--- config.mk ---
export PLATFORM = sky130hd
export DESIGN_NAME = updown_mod_counter
export DESIGN_NICKNAME = d
export VERILOG_FILES = /design/src/rtl/ctr_pkg.sv /design/src/rtl/updown_mod_counter_mod_step.sv /design/src/rtl/updown_mod_counter.sv
export SDC_FILE = /design/constraint.sdc
export NUM_CORES = 1
export LEC_CHECK = 0
export CAP_MARGIN = 20
export CORE_AREA = 2 2 39 41
export DETAILED_ROUTE_END_ITERATION = 6
export DIE_AREA = 0 0 41 43
export HOLD_SLACK_MARGIN = 0.08
export REMOVE_ABC_BUFFERS = 1
export SYNTH_ARGS = -nofsm -noshare
export SYNTH_HDL_FRONTEND = slang
export SYNTH_SLANG_ARGS = --single-unit
--- constraint.sdc ---
create_clock -name clk -period 4.04 [get_ports clk]
set_clock_uncertainty 0.1 [all_clocks]
set_input_delay 1.01 -clock clk [delete_from_list [all_inputs] [get_ports clk]]
set_output_delay 1.01 -clock clk [all_outputs]
set_load 0.05 [all_outputs]
--- src/rtl/ctr_pkg.sv ---
// Shared counter definitions: direction encoding and the modulo step
// function. Reused by future cascaded counters, so it is not tied to any one
// counter width. Values are carried in CTR_MAX_W bits and callers
// zero-extend or truncate at the boundary.
package ctr_pkg;

    localparam int unsigned CTR_MAX_W = 32;

    localparam logic DIR_UP = 1'b1;
    localparam logic DIR_DN = 1'b0;

    // Returns {wrap, next}. The limit test is done before the increment, so a
    // non-power-of-2 modulus never yields an out-of-range intermediate value.
    function automatic logic [CTR_MAX_W:0] next_mod(
        input logic [CTR_MAX_W-1:0] cur,
        input logic                 up,
        input logic [CTR_MAX_W-1:0] modulus
    );
        logic [CTR_MAX_W-1:0] top_s;
        logic [CTR_MAX_W:0]   res_s;
        top_s = modulus - 32'd1;
        if (up == DIR_UP) begin
            if (cur == top_s) begin
                res_s = {1'b1, 32'd0};
            end else begin
                res_s = {1'b0, cur + 32'd1};
            end
        end else begin
            if (cur == 32'd0) begin
                res_s = {1'b1, top_s};
            end else begin
                res_s = {1'b0, cur - 32'd1};
            end
        end
        return res_s;
    endfunction

endpackage

--- src/rtl/updown_mod_counter_mod_step.sv ---
// Combinational next-state logic for the modulo counter: load has priority
// over stepping, and an enabled step wraps at the modulus boundary.
module mod_step
    import ctr_pkg::*;
#(
    parameter int WIDTH   = 4,
    parameter int MODULUS = 16
) (
    input  logic [WIDTH-1:0] cur,
    input  logic             up_dn,
    input  logic             en,
    input  logic             load,
    input  logic [WIDTH-1:0] load_val,
    output logic [WIDTH-1:0] nxt,
    output logic             wrap_up,
    output logic             wrap_dn,
    output logic             bad_load
);

    localparam logic [CTR_MAX_W-1:0] MOD_W = CTR_MAX_W'(MODULUS);
    localparam logic [WIDTH-1:0]     TOP_W = WIDTH'(MODULUS - 1);

    logic [CTR_MAX_W-1:0] cur_ext_s;
    logic [CTR_MAX_W-1:0] ld_ext_s;
    logic [CTR_MAX_W:0]   step_s;
    logic                 unused_step_s;

    // Widen the current count and the load value to the package width.
    always_comb begin
        cur_ext_s             = '0;
        ld_ext_s              = '0;
        cur_ext_s[WIDTH-1:0]  = cur;
        ld_ext_s[WIDTH-1:0]   = load_val;
    end

    assign step_s        = next_mod(cur_ext_s, up_dn, MOD_W);
    assign unused_step_s = ^step_s[CTR_MAX_W-1:0];

    // Select next count and event flags: load beats step, step beats hold.
    always_comb begin
        nxt      = cur;
        wrap_up  = 1'b0;
        wrap_dn  = 1'b0;
        bad_load = 1'b0;
        if (load) begin
            if (ld_ext_s < MOD_W) begin
                nxt = load_val;
            end else begin
                nxt      = TOP_W;
                bad_load = 1'b1;
            end
        end else if (en) begin
            nxt     = step_s[WIDTH-1:0];
            wrap_up = step_s[CTR_MAX_W] & (up_dn == DIR_UP);
            wrap_dn = step_s[CTR_MAX_W] & (up_dn == DIR_DN);
        end else begin
            nxt = cur;
        end
    end

endmodule

--- src/rtl/updown_mod_counter.sv ---
// Loadable modulo-N up/down counter. Holds only the state registers and the
// terminal-count decode; next-state logic lives in mod_step.
module updown_mod_counter
    import ctr_pkg::*;
#(
    parameter int WIDTH   = 4,
    parameter int MODULUS = 16,
    parameter int RST_VAL = 0
) (
    input  logic             clk,
    input  logic             reset,
    input  logic             en,
    input  logic             up_dn,
    input  logic             load,
    input  logic [WIDTH-1:0] load_val,
    output logic [WIDTH-1:0] count,
    output logic             tc,
    output logic             carry,
    output logic             borrow,
    output logic             load_err
);

    // Reject parameter sets that would let the count leave 0..MODULUS-1.
    if ((WIDTH < 1) || (WIDTH > CTR_MAX_W) || (MODULUS < 2) ||
        (longint'(MODULUS) > (64'sd1 <<< WIDTH)) ||
        (RST_VAL < 0) || (RST_VAL >= MODULUS)) begin : g_bad_params
        $error("updown_mod_counter: illegal WIDTH/MODULUS/RST_VAL combination");
    end

    localparam logic [WIDTH-1:0] RST_W = WIDTH'(RST_VAL);
    localparam logic [WIDTH-1:0] TOP_W = WIDTH'(MODULUS - 1);

    logic [WIDTH-1:0] count_r;
    logic             carry_r;
    logic             borrow_r;
    logic             load_err_r;
    logic [WIDTH-1:0] nxt_s;
    logic             wrap_up_s;
    logic             wrap_dn_s;
    logic             bad_load_s;
    logic             tc_s;

    mod_step #(
        .WIDTH   (WIDTH),
        .MODULUS (MODULUS)
    ) u_step (
        .cur      (count_r),
        .up_dn    (up_dn),
        .en       (en),
        .load     (load),
        .load_val (load_val),
        .nxt      (nxt_s),
        .wrap_up  (wrap_up_s),
        .wrap_dn  (wrap_dn_s),
        .bad_load (bad_load_s)
    );

    // Count and one-cycle event pulses; reset discards any load/step.
    always_ff @(posedge clk) begin
        if (!reset) begin
            count_r    <= RST_W;
            carry_r    <= 1'b0;
            borrow_r   <= 1'b0;
            load_err_r <= 1'b0;
        end else begin
            count_r    <= nxt_s;
            carry_r    <= wrap_up_s;
            borrow_r   <= wrap_dn_s;
            load_err_r <= bad_load_s;
        end
    end

    // Terminal count follows the live direction input with no latency.
    always_comb begin
        tc_s = 1'b0;
        if (up_dn == DIR_UP) begin
            tc_s = (count_r == TOP_W);
        end else begin
            tc_s = (count_r == {WIDTH{1'b0}});
        end
    end

    assign count    = count_r;
    assign carry    = carry_r;
    assign borrow   = borrow_r;
    assign load_err = load_err_r;
    assign tc       = tc_s;

endmodule

# --- After elaboration in Yosys (flattened, before gate mapping) ---
# Cells that the tools add are included.
word_totals:
  register_bits: 7
  mem_count: 0
  ram_bits: 0
  inputBits: 9
  output_inout_bits: 8
  latch_bits: 0
  romBits: 0
  word_cells: 26
classes:
  div: 0
  magnitude_cmp: 1
  bitwise_logic: 5
  n_mul: 0
  n_reduce_logical: 5
  mux: 8
  add_sub_neg: 2
  eq_ne: 1
  shifts: 0
ops:
  columns: ["op", "count"]
  rows:
  - ["two-way mux 33 bit", 3]
  - ["logical NOT 32 bit", 1]
  - ["two-way mux 4 bit", 3]
  - ["adder 4 x 1 -> 5 bit (second input constant)", 1]
  - ["< comparator 4 x 5 -> 1 bit (second input constant)", 1]
  - ["subtractor 4 x 1 -> 5 bit (second input constant)", 1]
  - ["equality test 4 bit (second input constant)", 1]
  - ["logical NOT 4 bit", 1]
  - ["inverter 1 bit", 3]
  - ["OR reduction 3 bit", 1]
  - ["AND 1 bit", 2]
  - ["two-way mux 1 bit", 2]
  - ["AND reduction 2 bit", 1]
  - ["nonzero test 2 bit", 1]

# --- Logic depth before layout (Yosys ltp) ---
# Gate-level depths: netlist (run 1).
logic_depth:
  depth_word: 5
  depth_mapped: 6
  mapped_depth_nobuf: 6

# --- Modules after synthesis ---
# Synthesis (run 1) repeated with hierarchy kept, for this count alone.
hier_totals:
  hier_cells: 53
  area_unflattened_um2: 437.9
by_module_without_submodules:
  columns: ["module", "seq_area_each_um2", "instances", "area_per_inst_um2", "cells_each"]
  rows:
  - ["mod_step", 0.0, 1, 230.2, 36]
  - ["updown_mod_counter", 140.1, 1, 207.7, 17]

# --- Worst setup path before layout (run 1) ---
# No wires, ideal clock.
synth_timing:
  kind: "in2out"
  startpoint: "input port up_dn"
  endpoint: "output port tc"
  path_stages: 3
  path_slack_ps: 847
  arrival_ps: 2083
  required_time_ps: 2930
  cell_sequence: "or3b_2 -> or2_2 -> nand2_1"
synth_via:
  elab_chain_cells: 1
synth_lines:
  columns: ["element", "line_no", "rtl"]
  rows:
  - ["from (decl)", "updown_mod_counter.sv:13", "input logic up_dn,"]
  - ["two-way mux 1 bit", "updown_mod_counter.sv:76", "if (up_dn == DIR_UP) begin"]
  - ["to (decl)", "updown_mod_counter.sv:17", "output logic tc,"]
# No other way between the ends.

# --- Worst setup path after layout (run 1) ---
# Ends and elaborated chain as after synthesis.

==> results.toml, run 1 <==
[run_status]
status = "finished, final reports clean"

[clock_tree]
cts-root-buf = "sky130_fd_sc_hd__clkbuf_4"
clk_latency_ns = 0.24
clock_sink_count = 6
cts_setup_buffers = 0
clk_transition_reported_paths_ns = 0.04
clockBufferDepth = 2
post_cts_resized = 0
cts.hold.buffers_added = 0
cts_made_buffers = 3
clock_tree_from_tritoncts = "yes"
htree_num_levels = 1

[floorplanning]
io_pins = 17
dieWidth_um = 41
fp.dieArea_um2 = 1763
die_y_extent_um = 43
std_cell_rows = 14
fp.coreArea_um2 = 1384
start_util = 0.2848

[layout]
fin_cells = 82
final_layout_size_suffix_gt1_frac = 0.1364
finalNetCount = 79
antenna_cells = 0
sequential_cell_area_um2 = 120.1
multiInputGateArea_um2 = 244.0
filler_instances = 140
mostFrequentLayoutCells = "14 x sky130_fd_sc_hd__clkdlybuf4s50_1, 6 x sky130_fd_sc_hd__nand2_1, 6 x sky130_fd_sc_hd__a21oi_1, 6 x sky130_fd_sc_hd__dfxtp_1"
area_added_between_synthesis_and_finish_pct = 48.57
layout.cells.most_common = "sky130_fd_sc_hd__clkdlybuf4s50_1"

[power]
power_frac_comb = 0.340
power_frac_seq = 0.371
switchingPower_uw = 61.25
power.density_cell_area_nw_per_um2 = 318.1
cell_internal_power_uw = 125.0
ir_worst_vdd_mv = 0.1177
p_clk_frac = 0.289
power_leakage_uw = 0.0002412
power.switching_fraction = 0.3288

[global_route]
track_usage = 0.1275
global_route_wire_length_before_repair_um = 1497
antenna_found_initial = 0
grt_overflow_total = 0
grt_max_degree = 10
number_of_global_route_vias_before_repair = 387

[min_path]
worstHoldPathType = "reg2reg"
hold_start = "count[3]"

[timing]
finalSetupViolCount = 0
fin_crit_sh = 0.9068
finalCriticalPeriod_ns = 3.663
report.final.hold_viol_count = 0
rsz_0062_raised_after_global_routing = "no"
final.setup.tns_ns = 0
max_freq_ghz = 0.2730
final-max-slew-violation-count = 0

[setup_path]
timing.critical_path.cells = "clkdlybuf4s50_1 -> or3b_2 -> or2_2 -> nand2_1 -> buf_12"
critPathArrivalTime_ns = 2.55
reg2reg_from = "count[1]"
buf_inv_on_cp = 2
cpLargestDelayFamily = "simple AND/OR/NAND/NOR gates"
r2r_setup_slk_ns = 2.32
worstSetupEndpointType = "output pin"
crit_type = "in2out"
critical_path.max_fanout = 6
timing.critical_path.from = "up_dn"
startpoint_type = "input pin"
slowest_delay_ns = 0.51
worst_ep_required_time_ns = 2.93
crit_slowest_cell = "sky130_fd_sc_hd__clkdlybuf4s50_1"

[logic_synthesis]
dominantRegCellSynth = "sky130_fd_sc_hd__dfxtp_1"
yosys_register_bits = 6
syn_warnings = 0
yosysSeqAreaShare = 0.3048
synthesized_netlist_cell_count = 50
ys_types = 27
synth-async-reset-ratio = 0
synthesis.area_per_instance_um2 = 7.883
synth_enable_flop_cells = 0
syn_area_um2 = 394.1

[route]
routed_wirelength_normalized_by_instance_count_um = 11.01
firstDrtPassIters = 4
route.final.wire_length_um = 903
vias = 419
drc_violation_count_after_routing = 0
detailedRoute.firstIterationViolations = 7
post_drt_via_cell_ratio = 5.110
number_of_nets_with_antenna_violations_after_detailed_routing = 0

[job]
cap_violations = 0

[place]
gpl.final_weighted_congestion = 0.7759
io_buffers = 15
dpl.cell_count = 79
place.detailed.hpwl_um = 743.6
cells by family (layout without fill, tap and decap cells):
| group | count (synthesis) | after routing | synth area share |
|---|---|---|---|
| other | 1 | 1 | 0.009515 |
| AO/OA/AOI/OAI | 15 | 15 | 0.2508 |
| buffers and inverters | 7 | 23 | 0.07617 |
| flip-flops | 6 | 6 | 0.3048 |
| AND/OR/NAND/NOR | 15 | 15 | 0.1968 |
| adder cells (fa/ha/maj) | 2 | 2 | 0.06348 |
| multiplexers | 2 | 2 | 0.05397 |
| XOR/XNOR | 2 | 2 | 0.04445 |
area by class of cell:
type                    instances  area share
clock buffers                   3     0.03846
inverters                       5     0.03205
multi-input cells              37      0.4167
flip-flops and latches          6      0.2051
well taps                      16     0.03419
repair buffers                 15      0.2735
power groups by stage:
stage               sequential [uW]  clock, uW  combinational (uW)
CTS                            69.0       56.1                63.8
global placement               70.0          0                63.5
finish                         69.1       53.9                63.3
floorplan                      80.6          0                27.2
global route                   70.0       59.5                68.2
detailed placement             70.1          0                63.6
final timing paths:
| path | end | cells after the start |
|---|---|---|
| min reg2reg | carry | 2 |
| max reg2reg | count[0] | 6 |
| max | tc | 5 |
| min | carry | 2 |
metrics by stage:
stage | instance area [um^2] | worst slack, ns | hold slack [ns] | util | total power (uW)
final | 585.6 | 0.3766 | 0.4837 | 0.4231 | 186.3
after CTS | 585.6 | 0.3814 | 0.4860 | 0.4231 | 188.9
after global routing | 585.6 | 0.3281 | 0.5168 | 0.4231 | 197.7
after global placement | 563.0 | 0.3954 | 0.4629 | 0.4069 | 133.5
after floorplan | 382.9 | 0.8470 | 0.6434 | - | 107.8
after detailed placement | 563.0 | 0.3883 | 0.4823 | 0.4069 | 133.7
Yosys cell counts (2+ instances only):
library cell              n  share of area
sky130_fd_sc_hd__a21oi_1  6          0.076
sky130_fd_sc_hd__dfxtp_1  6           0.30
sky130_fd_sc_hd__ha_1     2          0.063
sky130_fd_sc_hd__inv_1    4          0.038
sky130_fd_sc_hd__nand2_1  6          0.057
sky130_fd_sc_hd__nor2_1   2          0.019
sky130_fd_sc_hd__o21ai_0  4          0.051
routing by layer:
| layer | vias to the layer above | wire length [um] | track usage |
|---|---|---|---|
| met3 | 2 | 58 | 0.06283 |
| met5 | - | 0 | 0 |
| met1 | 194 | 330 | 0.1254 |
| met2 | 15 | 500 | 0.2094 |
| met4 | 0 | 14 | 0.06000 |
| li1 | 208 | - | - |
sequential cells by signal, indices dropped and copies added, names as in the netlist:
signal,flops
borrow,1
count,4
carry,1
tightest hold or removal path: stages (launching register included):
cell and delay [ns]:
sky130_fd_sc_hd__dfxtp_1 0.38, sky130_fd_sc_hd__nand2_1 0.11, sky130_fd_sc_hd__nor2_1 0.05
Note: power is estimated with default switching activity, not from simulation.
==> run 2: changes to the inputs <==
--- a/config.mk
+++ b/config.mk
@@ -6,10 +6,13 @@
 export NUM_CORES = 1
 export LEC_CHECK = 0
 export CAP_MARGIN = 20
-export CORE_AREA = 2 2 39 41
+export CELL_PAD_IN_SITES_DETAIL_PLACEMENT = 1
+export CELL_PAD_IN_SITES_GLOBAL_PLACEMENT = 1
+export CORE_MARGIN = 2
+export CORE_UTILIZATION = 29
 export DETAILED_ROUTE_END_ITERATION = 6
-export DIE_AREA = 0 0 41 43
 export HOLD_SLACK_MARGIN = 0.08
+export PLACE_DENSITY_LB_ADDON = 0.1
 export REMOVE_ABC_BUFFERS = 1
 export SYNTH_ARGS = -nofsm -noshare
 export SYNTH_HDL_FRONTEND = slang
==> run 2 against run 1 <==
  * Count of clock-buffer cells in the layout unchanged
  * Critical endpoint unchanged
  * Sequential power about the same
  * First-iteration DRC count decreased by 86%
  * Largest power group unchanged
  * Highest routed layer is now met3
  * Global-route usage increased by 1.1 points
  * Utilization rose by 3.2 points
  * Non-clock buffer count unchanged
  * Clock power rose by 1%
  * Largest cell class unchanged
==> results.toml, run 2 (synthesized netlist as in run 1, its figures left out) <==
[clock_tree]
cts_made_buffers = 3
post_cts_resized = 0
clock_tree_from_tritoncts = "yes"
cts_setup_buffers = 0
clock_sink_count = 6
cts-root-buf = "sky130_fd_sc_hd__clkbuf_4"
htree_num_levels = 1
clk_latency_ns = 0.24
clk_transition_reported_paths_ns = 0.05
clockBufferDepth = 2
cts.hold.buffers_added = 0

[timing]
finalSetupViolCount = 0
finalCriticalPeriod_ns = 3.660
report.final.hold_viol_count = 0
max_freq_ghz = 0.2733
final.setup.tns_ns = 0
fin_crit_sh = 0.9058
worst_slack_ns = 0.3805
final-max-slew-violation-count = 0
rsz_0062_raised_after_global_routing = "no"

[route]
post_drt_via_cell_ratio = 4.827
firstDrtPassIters = 3
routed_wirelength_normalized_by_instance_count_um = 11.56
route.final.wire_length_um = 936
drc_violation_count_after_routing = 0
detailedRoute.firstIterationViolations = 1
vias = 391
number_of_nets_with_antenna_violations_after_detailed_routing = 0

[layout]
area_added_between_synthesis_and_finish_pct = 48.25
sequential_cell_area_um2 = 120.1
multiInputGateArea_um2 = 244.0
final_layout_size_suffix_gt1_frac = 0.1364
layout.cells.most_common = "sky130_fd_sc_hd__clkdlybuf4s50_1"
largest_register_ff_count = 4
finalNetCount = 79
mostFrequentLayoutCells = "14 x sky130_fd_sc_hd__clkdlybuf4s50_1, 6 x sky130_fd_sc_hd__nand2_1, 6 x sky130_fd_sc_hd__a21oi_1, 6 x sky130_fd_sc_hd__dfxtp_1"
filler_instances = 167
antenna_cells = 0

[power]
ir_worst_vdd_mv = 0.1237
power_leakage_uw = 0.0002412
power.density_cell_area_nw_per_um2 = 320.0
power.total_uw = 187.0

[min_path]
hold_start = "count[3]"
hold_end = "carry"
worst_hold_path.num_cells = 2
worstHoldPathType = "reg2reg"

[setup_path]
worst-r2r-cell-count = 6
worst_ep_required_time_ns = 2.93
r2r_end = "count[0]"
reg2reg_from = "count[1]"
critical_path.max_fanout = 6
critPathArrivalTime_ns = 2.55
crit_type = "in2out"
r2r_setup_slk_ns = 2.29
worstSetupEndpointType = "output pin"
startpoint_type = "input pin"

[floorplanning]
fp.dieArea_um2 = 1670
start_util = 0.3067
std_cell_rows = 13
die_y_extent_um = 40.87
io_pins = 17
fp.coreArea_um2 = 1285
dieWidth_um = 40.87

[job]
cap_violations = 0

[global_route]
antenna_found_initial = 0
global_route_wire_length_before_repair_um = 1490
grt_overflow_total = 0
track_usage = 0.1382
number_of_global_route_vias_before_repair = 357
grt_max_degree = 10

[place]
place.detailed.hpwl_um = 759.2
gpl.final_weighted_congestion = 0.6807
dp_slack_ns = 0.3793
io_buffers = 15

[run_status]
status = "finished, final reports clean"
[run 2: cell counts in the layout (fill, tap and decap cells not counted)]
Identical to the previous run, type by type.
[run 2: worst max path at each step]
stage	endpoint	slack, ns	startpoint
after floorplan	tc	0.85	up_dn
after global placement	tc	0.38	up_dn
after detailed placement	tc	0.38	up_dn
after CTS	tc	0.37	up_dn
after global routing	tc	0.33	up_dn
final	tc	0.38	up_dn
[run 2: critical path, cell delays in order]
cell and delay, ns:
sky130_fd_sc_hd__clkdlybuf4s50_1 0.50, sky130_fd_sc_hd__or3b_2 0.48, sky130_fd_sc_hd__or2_2 0.29, sky130_fd_sc_hd__nand2_1 0.11, sky130_fd_sc_hd__buf_12 0.14
[run 2: layer usage]
metal | part of all wire | up-vias | GRT usage | routed length [um]
li1 | - | 204 | - | -
met1 | 0.51 | 174 | 0.1797 | 473
met2 | 0.44 | 13 | 0.2070 | 416
met3 | 0.049 | 0 | 0.03261 | 46
met4 | 0 | 0 | 0.07500 | 0
met5 | 0 | - | 0 | 0
[run 2: power by group]
group / switching [uW] / internal, uW
registers: 6.07 / 62.9
clock network: 21.1 / 33.6
logic: 34.8 / 28.5
total: 61.9 / 125
[run 2: cell type report]
| class | instances | share of cell area |
|---|---|---|
| Multi-Input combinational cell | 37 | 0.4176 |
| Timing Repair Buffer | 15 | 0.2741 |
| Sequential cell | 6 | 0.2056 |
| Clock buffer | 3 | 0.03854 |
| Inverter | 5 | 0.03212 |
| Tap cell | 15 | 0.03212 |
[run 2: through the flow]
stage | utilization | cells | instance area (um^2) | hold WS (ns)
after floorplan | - | 48 | 382.9 | 0.6434
final | 0.4547 | 81 | 584.3 | 0.4725
after CTS | 0.4547 | 81 | 584.3 | 0.4683
after global routing | 0.4547 | 81 | 584.3 | 0.5139
after global placement | 0.4372 | 78 | 561.8 | 0.4635
after detailed placement | 0.4372 | 78 | 561.8 | 0.4604
